$ cat config.mk
export PLATFORM = sky130hd
export DESIGN_NAME = score_table_ctrl
export DESIGN_NICKNAME = d
export VERILOG_FILES = /design/src/rtl/score_pkg.sv /design/src/rtl/score_leader_track.sv /design/src/rtl/score_table_ctrl.sv
export SDC_FILE = /design/constraint.sdc
export NUM_CORES = 1
export LEC_CHECK = 0
export ABC_AREA = 1
export ABC_CLOCK_PERIOD_IN_PS = 2350
export BUFFER_PORTS_ARGS = -buffer_cell sky130_fd_sc_hd__buf_4
export CAP_MARGIN = 20
export CORE_MARGIN = 2
export CORE_UTILIZATION = 54
export DETAILED_ROUTE_END_ITERATION = 10
export MAX_ROUTING_LAYER = met4
export PLACE_DENSITY = 0.85
export SYNTH_ARGS = -nofsm -noshare
export SYNTH_HDL_FRONTEND = slang
export SYNTH_HIERARCHICAL = 1
export SYNTH_SLANG_ARGS = --single-unit
$ cat constraint.sdc
create_clock -name clk -period 2.35 [get_ports clk]
set_input_delay 0 -clock clk [delete_from_list [all_inputs] [get_ports clk]]
set_output_delay 0 -clock clk [all_outputs]
set_load 0.01 [all_outputs]
$ cat src/rtl/score_pkg.sv
`default_nettype none
// +----------------------------------------------------------------------+
// | Module   : score_pkg                                                 |
// | Purpose  : Shared state encoding and default sizes for the           |
// |            high-score table controller.                              |
// | Revision : 1.0  initial release                                      |
// +----------------------------------------------------------------------+
package score_pkg;

  localparam int c_NUM_USERS = 6;
  localparam int c_SCORE_W   = 8;

  typedef enum logic [2:0] {
    ST_INIT = 3'd0,
    ST_IDLE = 3'd1,
    ST_RD   = 3'd2,
    ST_WT   = 3'd3,
    ST_CMP  = 3'd4,
    ST_WR   = 3'd5,
    ST_DONE = 3'd6
  } state_t;

endpackage
`default_nettype wire

$ cat src/rtl/score_leader_track.sv
`default_nettype none
// +----------------------------------------------------------------------+
// | Module   : score_leader_track                                        |
// | Purpose  : Holds the overall best score and the slot that owns it.   |
// |            Ties go to the lowest slot index.                         |
// | Revision : 1.0  initial release                                      |
// +----------------------------------------------------------------------+
module score_leader_track
  import score_pkg::*;
#(
  parameter int SCORE_W = c_SCORE_W,
  parameter int ID_W    = 3
) (
  input  logic               clk,
  input  logic               rst,
  input  logic               clear,
  input  logic               wr_en,
  input  logic [ID_W-1:0]    id,
  input  logic [SCORE_W-1:0] score,
  output logic [SCORE_W-1:0] top_score,
  output logic [ID_W-1:0]    top_user
);

  logic [SCORE_W-1:0] r_top_score;
  logic [ID_W-1:0]    r_top_user;
  logic               w_take;

  // A new write takes the lead when it beats the leader, or ties it from a lower slot.
  assign w_take = wr_en &&
                  ((score > r_top_score) ||
                   ((score == r_top_score) && (id < r_top_user)));

  // Leader register pair; cleared on reset and during a table wipe.
  always_ff @(posedge clk) begin
    if (!rst || clear) begin
      r_top_score <= '0;
      r_top_user  <= '0;
    end else if (w_take) begin
      r_top_score <= score;
      r_top_user  <= id;
    end
  end

  assign top_score = r_top_score;
  assign top_user  = r_top_user;

endmodule
`default_nettype wire

$ cat src/rtl/score_table_ctrl.sv
`default_nettype none
// +----------------------------------------------------------------------+
// | Module   : score_table_ctrl                                          |
// | Purpose  : High-score table controller over a single-port sync RAM:  |
// |            table wipe, read-compare-write commit, register mirrors   |
// |            of every stored best and overall leader tracking.         |
// | Revision : 1.0  initial release                                      |
// +----------------------------------------------------------------------+
module score_table_ctrl
  import score_pkg::*;
#(
  parameter int NUM_USERS = c_NUM_USERS,
  parameter int SCORE_W   = c_SCORE_W,
  parameter int ID_W      = 3,
  parameter int ADDR_W    = 5
) (
  input  logic                           clk,
  input  logic                           rst,
  input  logic                           game_over,
  input  logic                           score_rst,
  input  logic                           clear_req,
  input  logic [ID_W-1:0]                user_id,
  input  logic [SCORE_W-1:0]             curr_score,
  output logic [ADDR_W-1:0]              ram_addr,
  output logic                           ram_wr,
  output logic [SCORE_W-1:0]             ram_din,
  input  logic [SCORE_W-1:0]             ram_dout,
  output logic [NUM_USERS*SCORE_W-1:0]   score_flat,
  output logic [SCORE_W-1:0]             top_score,
  output logic [ID_W-1:0]                top_user,
  output logic                           busy,
  output logic                           commit_done,
  output logic                           new_best
);

  localparam logic [ADDR_W-1:0] c_LAST_ADDR = ADDR_W'(NUM_USERS - 1);
  localparam logic [ID_W:0]     c_ID_LIMIT  = (ID_W + 1)'(NUM_USERS);

  state_t             r_state, w_state_nxt;
  logic [ADDR_W-1:0]  r_cnt, w_cnt_nxt;
  logic [ADDR_W-1:0]  r_ram_addr, w_addr_nxt;
  logic               r_ram_wr, w_wr_nxt;
  logic [SCORE_W-1:0] r_ram_din, w_din_nxt;
  logic               r_new_best, w_nb_nxt;
  logic               r_go_prev;
  logic [ID_W-1:0]    r_id;
  logic [SCORE_W-1:0] r_score;
  logic [SCORE_W-1:0] r_mirror [NUM_USERS];
  logic               w_rise, w_latch, w_clear, w_leader_wr;
  logic [ADDR_W-1:0]  w_user_addr, w_id_addr;

  assign w_rise      = game_over & ~r_go_prev;
  assign w_user_addr = ADDR_W'(user_id);
  assign w_id_addr   = ADDR_W'(r_id);

  // Next-state and next-output decode; RAM port values are registered below.
  always_comb begin
    w_state_nxt = r_state;
    w_cnt_nxt   = r_cnt;
    w_addr_nxt  = r_ram_addr;
    w_wr_nxt    = 1'b0;
    w_din_nxt   = r_ram_din;
    w_nb_nxt    = r_new_best;
    w_latch     = 1'b0;
    w_clear     = 1'b0;
    w_leader_wr = 1'b0;
    case (r_state)
      ST_INIT: begin
        w_clear = 1'b1;
        if (r_cnt == c_LAST_ADDR) begin
          w_state_nxt = ST_IDLE;
          w_addr_nxt  = w_user_addr;
        end else begin
          w_cnt_nxt  = r_cnt + 1'b1;
          w_addr_nxt = r_cnt + 1'b1;
          w_wr_nxt   = 1'b1;
          w_din_nxt  = '0;
        end
      end
      ST_IDLE: begin
        w_addr_nxt = w_user_addr;
        if (clear_req) begin
          // A wipe request beats a simultaneous game_over rise.
          w_state_nxt = ST_INIT;
          w_cnt_nxt   = '0;
          w_addr_nxt  = '0;
          w_wr_nxt    = 1'b1;
          w_din_nxt   = '0;
          w_clear     = 1'b1;
        end else if (w_rise && !score_rst) begin
          w_state_nxt = ST_RD;
          w_latch     = 1'b1;
          w_nb_nxt    = 1'b0;
        end
      end
      ST_RD: begin
        w_state_nxt = ST_WT;
        w_addr_nxt  = w_id_addr;
      end
      ST_WT: begin
        w_state_nxt = ST_CMP;
      end
      ST_CMP: begin
        // Out-of-range slots never write; otherwise only a strictly better score does.
        if (({1'b0, r_id} < c_ID_LIMIT) && (r_score > ram_dout)) begin
          w_state_nxt = ST_WR;
          w_wr_nxt    = 1'b1;
          w_din_nxt   = r_score;
          w_nb_nxt    = 1'b1;
        end else begin
          w_state_nxt = ST_DONE;
          w_nb_nxt    = 1'b0;
        end
      end
      ST_WR: begin
        w_state_nxt = ST_DONE;
        w_leader_wr = 1'b1;
      end
      ST_DONE: begin
        w_state_nxt = ST_IDLE;
        w_addr_nxt  = w_user_addr;
      end
      default: begin
        w_state_nxt = ST_INIT;
        w_cnt_nxt   = '0;
        w_addr_nxt  = '0;
        w_wr_nxt    = 1'b1;
        w_din_nxt   = '0;
      end
    endcase
  end

  // State, sweep counter, registered RAM port, commit latches and edge detector.
  always_ff @(posedge clk) begin
    r_go_prev <= game_over;
    if (!rst) begin
      r_state    <= ST_INIT;
      r_cnt      <= '0;
      r_ram_addr <= '0;
      r_ram_wr   <= 1'b1;
      r_ram_din  <= '0;
      r_new_best <= 1'b0;
      r_id       <= '0;
      r_score    <= '0;
    end else begin
      r_state    <= w_state_nxt;
      r_cnt      <= w_cnt_nxt;
      r_ram_addr <= w_addr_nxt;
      r_ram_wr   <= w_wr_nxt;
      r_ram_din  <= w_din_nxt;
      r_new_best <= w_nb_nxt;
      if (w_latch) begin
        r_id    <= user_id;
        r_score <= curr_score;
      end
    end
  end

  // Register mirror of the RAM table, refreshed on every committed write.
  always_ff @(posedge clk) begin
    if (!rst || w_clear) begin
      for (int k = 0; k < NUM_USERS; k++) begin
        r_mirror[k] <= '0;
      end
    end else if (w_leader_wr) begin
      r_mirror[r_id] <= r_score;
    end
  end

  generate
    for (genvar g = 0; g < NUM_USERS; g++) begin : g_flat
      assign score_flat[g*SCORE_W +: SCORE_W] = r_mirror[g];
    end
  endgenerate

  score_leader_track #(
    .SCORE_W (SCORE_W),
    .ID_W    (ID_W)
  ) u_leader (
    .clk       (clk),
    .rst       (rst),
    .clear     (w_clear),
    .wr_en     (w_leader_wr),
    .id        (r_id),
    .score     (r_score),
    .top_score (top_score),
    .top_user  (top_user)
  );

  assign ram_addr    = r_ram_addr;
  assign ram_wr      = r_ram_wr;
  assign ram_din     = r_ram_din;
  assign busy        = (r_state != ST_IDLE);
  assign commit_done = (r_state == ST_DONE);
  assign new_best    = r_new_best;

endmodule
`default_nettype wire

==> flow_summary.ini, run 1 <==
[clock_network]
cts_max_level = 3
cts_made_buffers = 9
clkSinkCount = 94
clk_path_buf_depth = 2
cts_tree = yes
cts_root_buf = clkbuf_8
clkTransAtPathRegs_ps = 90
clkLatencyLatePin_ps = 370

[floorplanning]
die_h_um = 94.4
coreArea_um2 = 7810
dieArea_um2 = 8920
design.portCount = 100
rows = 32
start_util = 0.566
die_w_um = 94.4

[job]
cap_violations = 0

[sta]
tns_ps = 0
maxSlewViolCount = 0
final_hold_viol_count = 0
clock.fmax_ghz = 0.453
fin_ws_ps = 141
fin_crit_ps = 2210
finalCritPeriodShare = 0.940
worst_pin_slew_ps = 603
setup_violations = 0
slew_headroom = 0.598
fin_worst_skew_ps = 5.92
rsz0062_at_grt = no
fin_hold_ws_ps = 70.3

[yosys]
syn_area_per_cell_um2 = 9.07
synth_area_um2 = 4420
netlist_top_cells_count = 92 x nand2_1, 63 x inv_1, 62 x nor2_1
seq_area_frac_synth = 0.535
synthDistinctLibCells = 36
ys_seq_elements = 94
syn_inst = 487
syn_nets = 531
synthFlopType = edfxtp_1
synth.top_cell.area_share = 0.326
synth_area_leaders = edfxtp_1 33%, dfxtp_1 21%, nand2_1 7.8%
yosysTopAreaCell = edfxtp_1
synth_warnings = 6
synth-edff-count = 48
synthMostInstantiatedCell = nand2_1
async_reset_ff_frac = 0

[grt]
grt_pass1_wl_um = 16500
antenna_found_initial = 0
grt_pass1_vias = 3558
grt-ovfl-total = 0
grt_max_degree = 24
track_usage = 0.254

[placement]
globalplace.congestion = 0.931
portBuffers = 99
pre_cts_slack_ps = 314
dp_hpwl_um = 7700

[cells_and_area]
final-seq-area_um2 = 2360
synthToLayoutAreaGrowth_pct = 28.3
n_fill_cell = 578
drive_gt1_frac = 0.299
layout.nets = 657
multi_input_area_um2 = 1690

[pwr]
p_leak_nw = 2.42
power_density_nw_per_um2 = 562
irDropWorstVdd_uv = 277

[worst_setup_path]
path_class = reg2reg
start_kind = register
crit_fanout = 12
crit_required_ps = 2600
cp.arrival_ps = 2460
r2r_slack_ps = 140
end_kind = register

[detailed_routing]
firstDrtPassIters = 5
drtIter0Drc = 179
routed_wirelength_um = 10700
routed_via_density = 5.20
vias = 3750
detail_route.wl_per_cell_um = 14.9
drcViolationCount = 0
drtAntennaViolNets = 0

[status]
status = finished clean

[worst_hold_path]
min_path_type = in2reg
[layout by cell type, fill, tap and decap left out, types with 2 or more instances in the layout]
cell type      instances
xnor2_1                2
inv_2                 14
edfxtp_1              48
buf_4                104
inv_1                 62
nand2_4                6
nor2_1                62
nor2_4                 5
clkbuf_8               9
clkinv_4               2
dfxtp_1               46
ha_1                  20
nand3_2               10
nor3_1                 3
nand2_2                4
nor2_2                19
o21ai_0               12
nand3_1               12
nand2_1               92
inv_6                  3
dlygate4sd3_1         21
a21oi_1               45
[metal layers]
metal / wire (um) / vias to the layer above / track usage
met5: 0 / - / -
met4: 323 / 0 / 0.126
met3: 888 / 31 / 0.0479
met2: 5490 / 191 / 0.439
met1: 4020 / 1716 / 0.281
li1: - / 1812 / -
[worst paths after layout]
kind,start,to,depth (start not counted)
worst max register to register,r_state[1],r_score[7],7
worst min register to register,ram_din[6],ram_din[6],2
worst max-delay path,r_state[1],r_score[7],7
worst min-delay path,score_rst,r_state[0],5
[cells by family (layout without fill, tap and decap cells)]
family                     Yosys count  after routing  share of synthesized area
xor gates and xnor gates             3              3                    0.00595
buffers and inverters               89            220                     0.0861
other                                0              1                          0
AOI/OAI and AO/OA                   64             64                     0.0791
DFF                                 94             94                      0.535
and+or+nand+nor                    217            217                      0.237
adders and majority gates           20             20                     0.0567
[worst max-delay path, cell delays in order, from the launching register on]
cell	delay [ps]
dfxtp_1	410
nor2_4	170
nand3_2	160
nor4_4	300
inv_2	160
o21ai_0	210
dlygate4sd3_1	620
a21oi_1	60
[report_power, final]
group | internal, mW | total (mW) | switching, mW
combinational | 0.168 | 0.350 | 0.182
clock | 0.406 | 1.01 | 0.607
sequential | 1.78 | 1.82 | 0.0372
[timing repair]
action                                  CTS  global route
gates resized for setup                   0             4
buffers inserted                          0             1
hold buffers                             21             0
endpoints found under the hold margin    16             0
endpoints found under the setup margin    0             7
[area by class of cell]
type	instances	area share
clock buffers	9	0.0219
inverters	78	0.0521
repair inverters	1	0.000884
flip-flops and latches	94	0.417
clock inverters	7	0.0110
multi-input cells	304	0.299
diodes	1	0.000442
well taps	102	0.0225
repair buffers	125	0.175
[metrics by stage]
step / std cells / total power [mW] / area, um^2 / util
finish: 721 / 3.18 / 5660 / 0.725
detailed placement: 681 / 2.17 / 5230 / 0.670
global placement: 681 / 2.15 / 5230 / 0.670
global route: 720 / 3.31 / 5660 / 0.725
floorplan: 487 / 2.01 / 4420 / -
CTS: 718 / 3.19 / 5630 / 0.721
[registers in the layout, summed over array words and instances, names as in the netlist]
signal and cells:
new_best 1, r_cnt 5, r_go_prev 1, r_id 3, r_mirror 48, r_score 8
r_state 3, ram_addr 5, ram_din 8, ram_wr 1, u_leader/top_score 8, u_leader/top_user 3
Note: power is estimated with default switching activity, not from simulation.
==> inputs of run 2 (changes only) <==
--- a/config.mk
+++ b/config.mk
@@ -5,7 +5,6 @@
 export SDC_FILE = /design/constraint.sdc
 export NUM_CORES = 1
 export LEC_CHECK = 0
-export ABC_AREA = 1
 export ABC_CLOCK_PERIOD_IN_PS = 2350
 export BUFFER_PORTS_ARGS = -buffer_cell sky130_fd_sc_hd__buf_4
 export CAP_MARGIN = 20
==> flow_summary.ini, run 2 <==
[worst_setup_path]
crit_fanout = 7
cp.arrival_ps = 2540
path_class = reg2reg
end_kind = register
start_kind = register
crit_required_ps = 2640
path_cells = ha_1 > o21a_1 > nor2_1 > o31ai_1 > buf_4 > nand3_1 > a21boi_0
cp_slowest_stage_delay_ps = 670
cp_slowest_cell = o31ai_1

[detailed_routing]
routed_via_density = 5.53
firstDrtPassIters = 7
routed_wirelength_um = 10600
drcViolationCount = 0
detail_route.wl_per_cell_um = 16.7
drtAntennaViolNets = 0
vias = 3500
drtIter0Drc = 214

[sta]
fin_hold_ws_ps = 23.4
slew_headroom = 0.457
clock.fmax_ghz = 0.443
fin_crit_ps = 2260
final_hold_viol_count = 0
maxSlewViolCount = 0
finalCritPeriodShare = 0.960
fin_worst_skew_ps = 10.1
worst_pin_slew_ps = 805
setup_violations = 0
tns_ps = 0
rsz0062_at_grt = no

[yosys]
synth_warnings = 6
syn_area_per_cell_um2 = 10.6
syn_nets = 444
synthFlopType = edfxtp_1
yosysTopAreaCell = edfxtp_1
synth.top_cell.area_share = 0.339
synth_area_um2 = 4250
synthMostInstantiatedCell = nor2_1
ys_seq_elements = 94
netlist_top_cells_count = 61 x nor2_1, 48 x edfxtp_1, 46 x dfxtp_1
seq_area_frac_synth = 0.556
async_reset_ff_frac = 0
synthDistinctLibCells = 52
synth_area_leaders = edfxtp_1 34%, dfxtp_1 22%, ha_1 5.9%
synth-edff-count = 48
syn_inst = 400

[job]
cap_violations = 0

[floorplanning]
coreArea_um2 = 7690
rows = 32
dieArea_um2 = 8600
die_w_um = 92.7
start_util = 0.553
design.portCount = 100
die_h_um = 92.7

[clock_network]
clkSinkCount = 94
cts_made_buffers = 9
cts_setup_buffers = 0
clk_path_buf_depth = 2
clkTransAtPathRegs_ps = 100
cts_tree = yes
cts_root_buf = clkbuf_8
cts_max_level = 3
clkLatencyLatePin_ps = 360

[worst_hold_path]
min_path_type = in2reg

[grt]
antenna_found_initial = 0
track_usage = 0.262
grt_max_degree = 26
grt-ovfl-total = 0
grt_pass1_vias = 3415
grt_pass1_wl_um = 16800

[placement]
dp_hpwl_um = 7620
globalplace.congestion = 0.851
portBuffers = 99

[pwr]
combPwrFrac = 0.090
power_frac_seq = 0.583
p_leak_nw = 2.46
intPower_mw = 2.29
p_clk_frac = 0.327
p_sw_mw = 0.774
swShare = 0.253
power_density_nw_per_um2 = 558
irDropWorstVdd_uv = 381

[cells_and_area]
synthToLayoutAreaGrowth_pct = 29.0
n_antenna_cell = 0
largest_reg_flops = 48
drive_gt1_frac = 0.273
largest_register = r_mirror
mostFrequentLayoutCell = buf_4
layout.nets = 570
final_cell_mix = 116 x buf_4, 61 x nor2_1, 48 x edfxtp_1

[status]
status = finished clean
run 2: changes by cell type after synthesis, sizes merged, moves of 7 or more:
cell    previous run  this run
a21boi             0        12
nand2            102        26
a32o               0         8
mux2i              0        11
o21ai             12        19
inv               77        31
and2               0        11
a21oi             47        15
nor2              86        61
run 2: metal layers:
| metal | global-route usage | up-vias | share of wire |
|---|---|---|---|
| met5 | - | - | 0 |
| met1 | 0.305 | 1636 | 0.39 |
| met4 | 0.0919 | 0 | 0.017 |
| met2 | 0.448 | 171 | 0.51 |
| li1 | - | 1670 | - |
| met3 | 0.0586 | 23 | 0.081 |
run 2: path summary, 6_finish.rpt:
path	from	endpoint	slack, ps	depth (start not counted)
worst min register to register	ram_addr[4]	ram_addr[4]	470	2
worst max register to register	r_score[2]	u_leader/top_user[2]	90	7
worst max-delay path	r_score[2]	u_leader/top_user[2]	90	7
worst min-delay path	clear_req	r_state[1]	20	4
run 2: logic make-up after synthesis:
logic type               share of synthesized area
multiplexers                                0.0259
buffers and inverters                       0.0444
XOR/XNOR                                   0.00618
flip-flops                                   0.556
AO/OA/AOI/OAI                                0.133
AND/OR/NAND/NOR                              0.176
adder cells (fa/ha/maj)                     0.0589
run 2: area by class of cell:
type / instances / area [um^2]
tap: 102 / 128
clock buffer: 9 / 124
clock inverter: 7 / 55.1
inverter: 31 / 116
fill: 541 / 2200
multi-input combinational: 261 / 1700
sequential: 94 / 2360
timing repair buffer: 129 / 1000
run 2: worst max-delay path, delay by kind of cell, from the launching register on:
kind            cells  cell delay, ps
fa+ha+maj           1             280
compound gates      3            1010
flops               1             490
buf+inv             1             270
simple gates        2             140
run 2: stage by stage:
step / setup WS (ps) / utilization / instances / total power [mW] / cell area (um^2)
2_1_floorplan: 417 / - / 400 / 1.96 / 4250
3_3_place_gp: 106 / 0.673 / 603 / 2.07 / 5170
3_5_place_dp: 221 / 0.674 / 604 / 2.08 / 5180
4_1_cts: 193 / 0.714 / 633 / 3.06 / 5490
5_1_grt: 29.5 / 0.714 / 633 / 3.17 / 5490
6_report: 93.6 / 0.714 / 633 / 3.06 / 5490
run 2: repair_timing:
item	in CTS	in global routing
hold buffers	13	0
gates resized for setup	0	0
hold endpoints to repair	17	0
run 2: power by group through the flow:
stage               clock network (mW)  logic (mW)  registers, mW
floorplan                            0       0.129           1.83
global placement                     0       0.246           1.82
detailed placement                   0       0.255           1.82
CTS                              0.998       0.274           1.79
global route                      1.08       0.305           1.79
finish                            1.00       0.275           1.79
==> inputs of run 3 (changes only) <==
--- a/config.mk
+++ b/config.mk
@@ -6,7 +6,7 @@
 export NUM_CORES = 1
 export LEC_CHECK = 0
 export ABC_CLOCK_PERIOD_IN_PS = 2350
-export BUFFER_PORTS_ARGS = -buffer_cell sky130_fd_sc_hd__buf_4
+export BUFFER_PORTS_ARGS = -buffer_cell sky130_fd_sc_hd__buf_2
 export CAP_MARGIN = 20
 export CORE_MARGIN = 2
 export CORE_UTILIZATION = 54
==> flow_summary.ini, run 3 (same netlist as run 2, synthesis figures left out) <==
[worst_setup_path]
reg2reg_depth = 6
cp_slowest_stage_delay_ps = 510
reg2reg_from = r_score[5]
path_class = reg2reg
end_kind = register
path_cells = ha_1 > a21o_1 > a211oi_1 > o21ai_0 > a21oi_2 > a32o_1
crit_required_ps = 2660
startpoint = r_score[5]
crit_fanout = 9
path_buf_inv = 0
cp.depth = 6
cp_slowest_cell = dfxtp_1
crit_family = compound AO/OA/AOI/OAI gates
cp.arrival_ps = 2490
r2r_slack_ps = 170
start_kind = register

[floorplanning]
rows = 32
dieArea_um2 = 8600
die_h_um = 92.7
coreArea_um2 = 7690
die_w_um = 92.7
design.portCount = 100
start_util = 0.553

[cells_and_area]
largest_reg_flops = 48
n_antenna_cell = 0
n_fill_cell = 601
layout.nets = 570
final_cell_mix = 99 x buf_2, 61 x nor2_1, 48 x edfxtp_1
drive_gt1_frac = 0.273
mostFrequentLayoutCell = buf_2
synthToLayoutAreaGrowth_pct = 23.3
fin_util = 0.682
largest_register = r_mirror

[grt]
antenna_found_initial = 0
track_usage = 0.248
grt-ovfl-total = 0
grt_pass1_vias = 3295
grt_pass1_wl_um = 15900
grt_max_degree = 26

[sta]
final_hold_viol_count = 0
slew_headroom = 0.493
rsz0062_at_grt = no
worst_pin_slew_ps = 759
clock.fmax_ghz = 0.458
tns_ps = 0
setup_violations = 0
fin_ws_ps = 169
fin_crit_ps = 2180
finalCritPeriodShare = 0.928
fin_worst_skew_ps = 9.24
maxSlewViolCount = 0

[pwr]
intPower_mw = 2.27
p_sw_mw = 0.753
p_leak_nw = 2.46
power_frac_seq = 0.591
swShare = 0.249
p_clk_frac = 0.328
power_mw = 3.02
combPwrFrac = 0.081
power_density_nw_per_um2 = 576
irDropWorstVdd_uv = 387

[worst_hold_path]
hold_depth = 4
min_path_type = in2reg
min_from = clear_req

[clock_network]
cts-hold-fix-buffers = 13
cts_root_buf = clkbuf_8
cts_tree = yes
clkLatencyLatePin_ps = 360
clkSinkCount = 94
cts.repair.resized = 0
cts_made_buffers = 9
cts_max_level = 3
clkTransAtPathRegs_ps = 90
cts_setup_buffers = 0
clk_path_buf_depth = 2

[detailed_routing]
routed_via_density = 5.51
detail_route.wl_per_cell_um = 15.8
drtIter0Drc = 209
drcViolationCount = 0
drtAntennaViolNets = 0
routed_wirelength_um = 10000
vias = 3490
firstDrtPassIters = 5

[placement]
pre_cts_slack_ps = 254
portBuffers = 99
dp_hpwl_um = 7230
globalplace.congestion = 0.875

[status]
status = finished clean

[job]
cap_violations = 0
==> run 3: cell types whose count changed in the layout (fill, tap and decap cells not counted) <==
| cell | previous run | this run |
|---|---|---|
| buf_2 | 0 | 99 |
| clkinvlp_4 | 3 | 2 |
| buf_4 | 116 | 17 |
| clkbuf_1 | 0 | 1 |
| inv_6 | 2 | 1 |
| clkinv_1 | 1 | 0 |
| inv_8 | 1 | 2 |
| clkinv_4 | 0 | 1 |
==> run 3: final timing paths <==
path,endpoint
min reg2reg,ram_addr[4]
min,r_state[1]
max,ram_din[7]
max reg2reg,ram_din[7]
==> run 3: stage by stage <==
step	hold WS (ps)	cell area, um^2	std cells
floorplan	27.7	4250	400
global placement	113	4920	603
detailed placement	119	4930	604
CTS	35.1	5240	633
global route	52.4	5240	633
finish	45.6	5240	633
==> run 3: power groups by stage <==
stage	registers, mW	clock network, mW	logic, mW
floorplan	1.83	0	0.129
detailed placement	1.82	0	0.226
global route	1.79	1.07	0.273
finish	1.78	0.993	0.245
CTS	1.78	1.00	0.243
global placement	1.82	0	0.219
==> run 3: area by class of cell <==
| class | instances | area, um^2 | area share |
|---|---|---|---|
| multi-input combinational | 261 | 1700 | 0.324 |
| clock buffer | 10 | 128 | 0.0243 |
| inverter | 31 | 116 | 0.0222 |
| sequential | 94 | 2360 | 0.451 |
| tap | 102 | 128 | 0.0243 |
| clock inverter | 6 | 55.1 | 0.0105 |
| timing repair buffer | 129 | 753 | 0.144 |
==> run 3: layer usage <==
metal  track usage  vias up  part of all wire
li1              -     1671                 -
met1         0.313     1631              0.42
met2         0.401      172              0.49
met3        0.0423       16             0.075
met4         0.100        0             0.018
met5             -        -                 0
==> run 3: worst register-to-register path: cells and delay by family (launching register included) <==
family	cells	cell delay (ps)
compound gates	5	1310
flops	1	510
fa+ha+maj	1	310
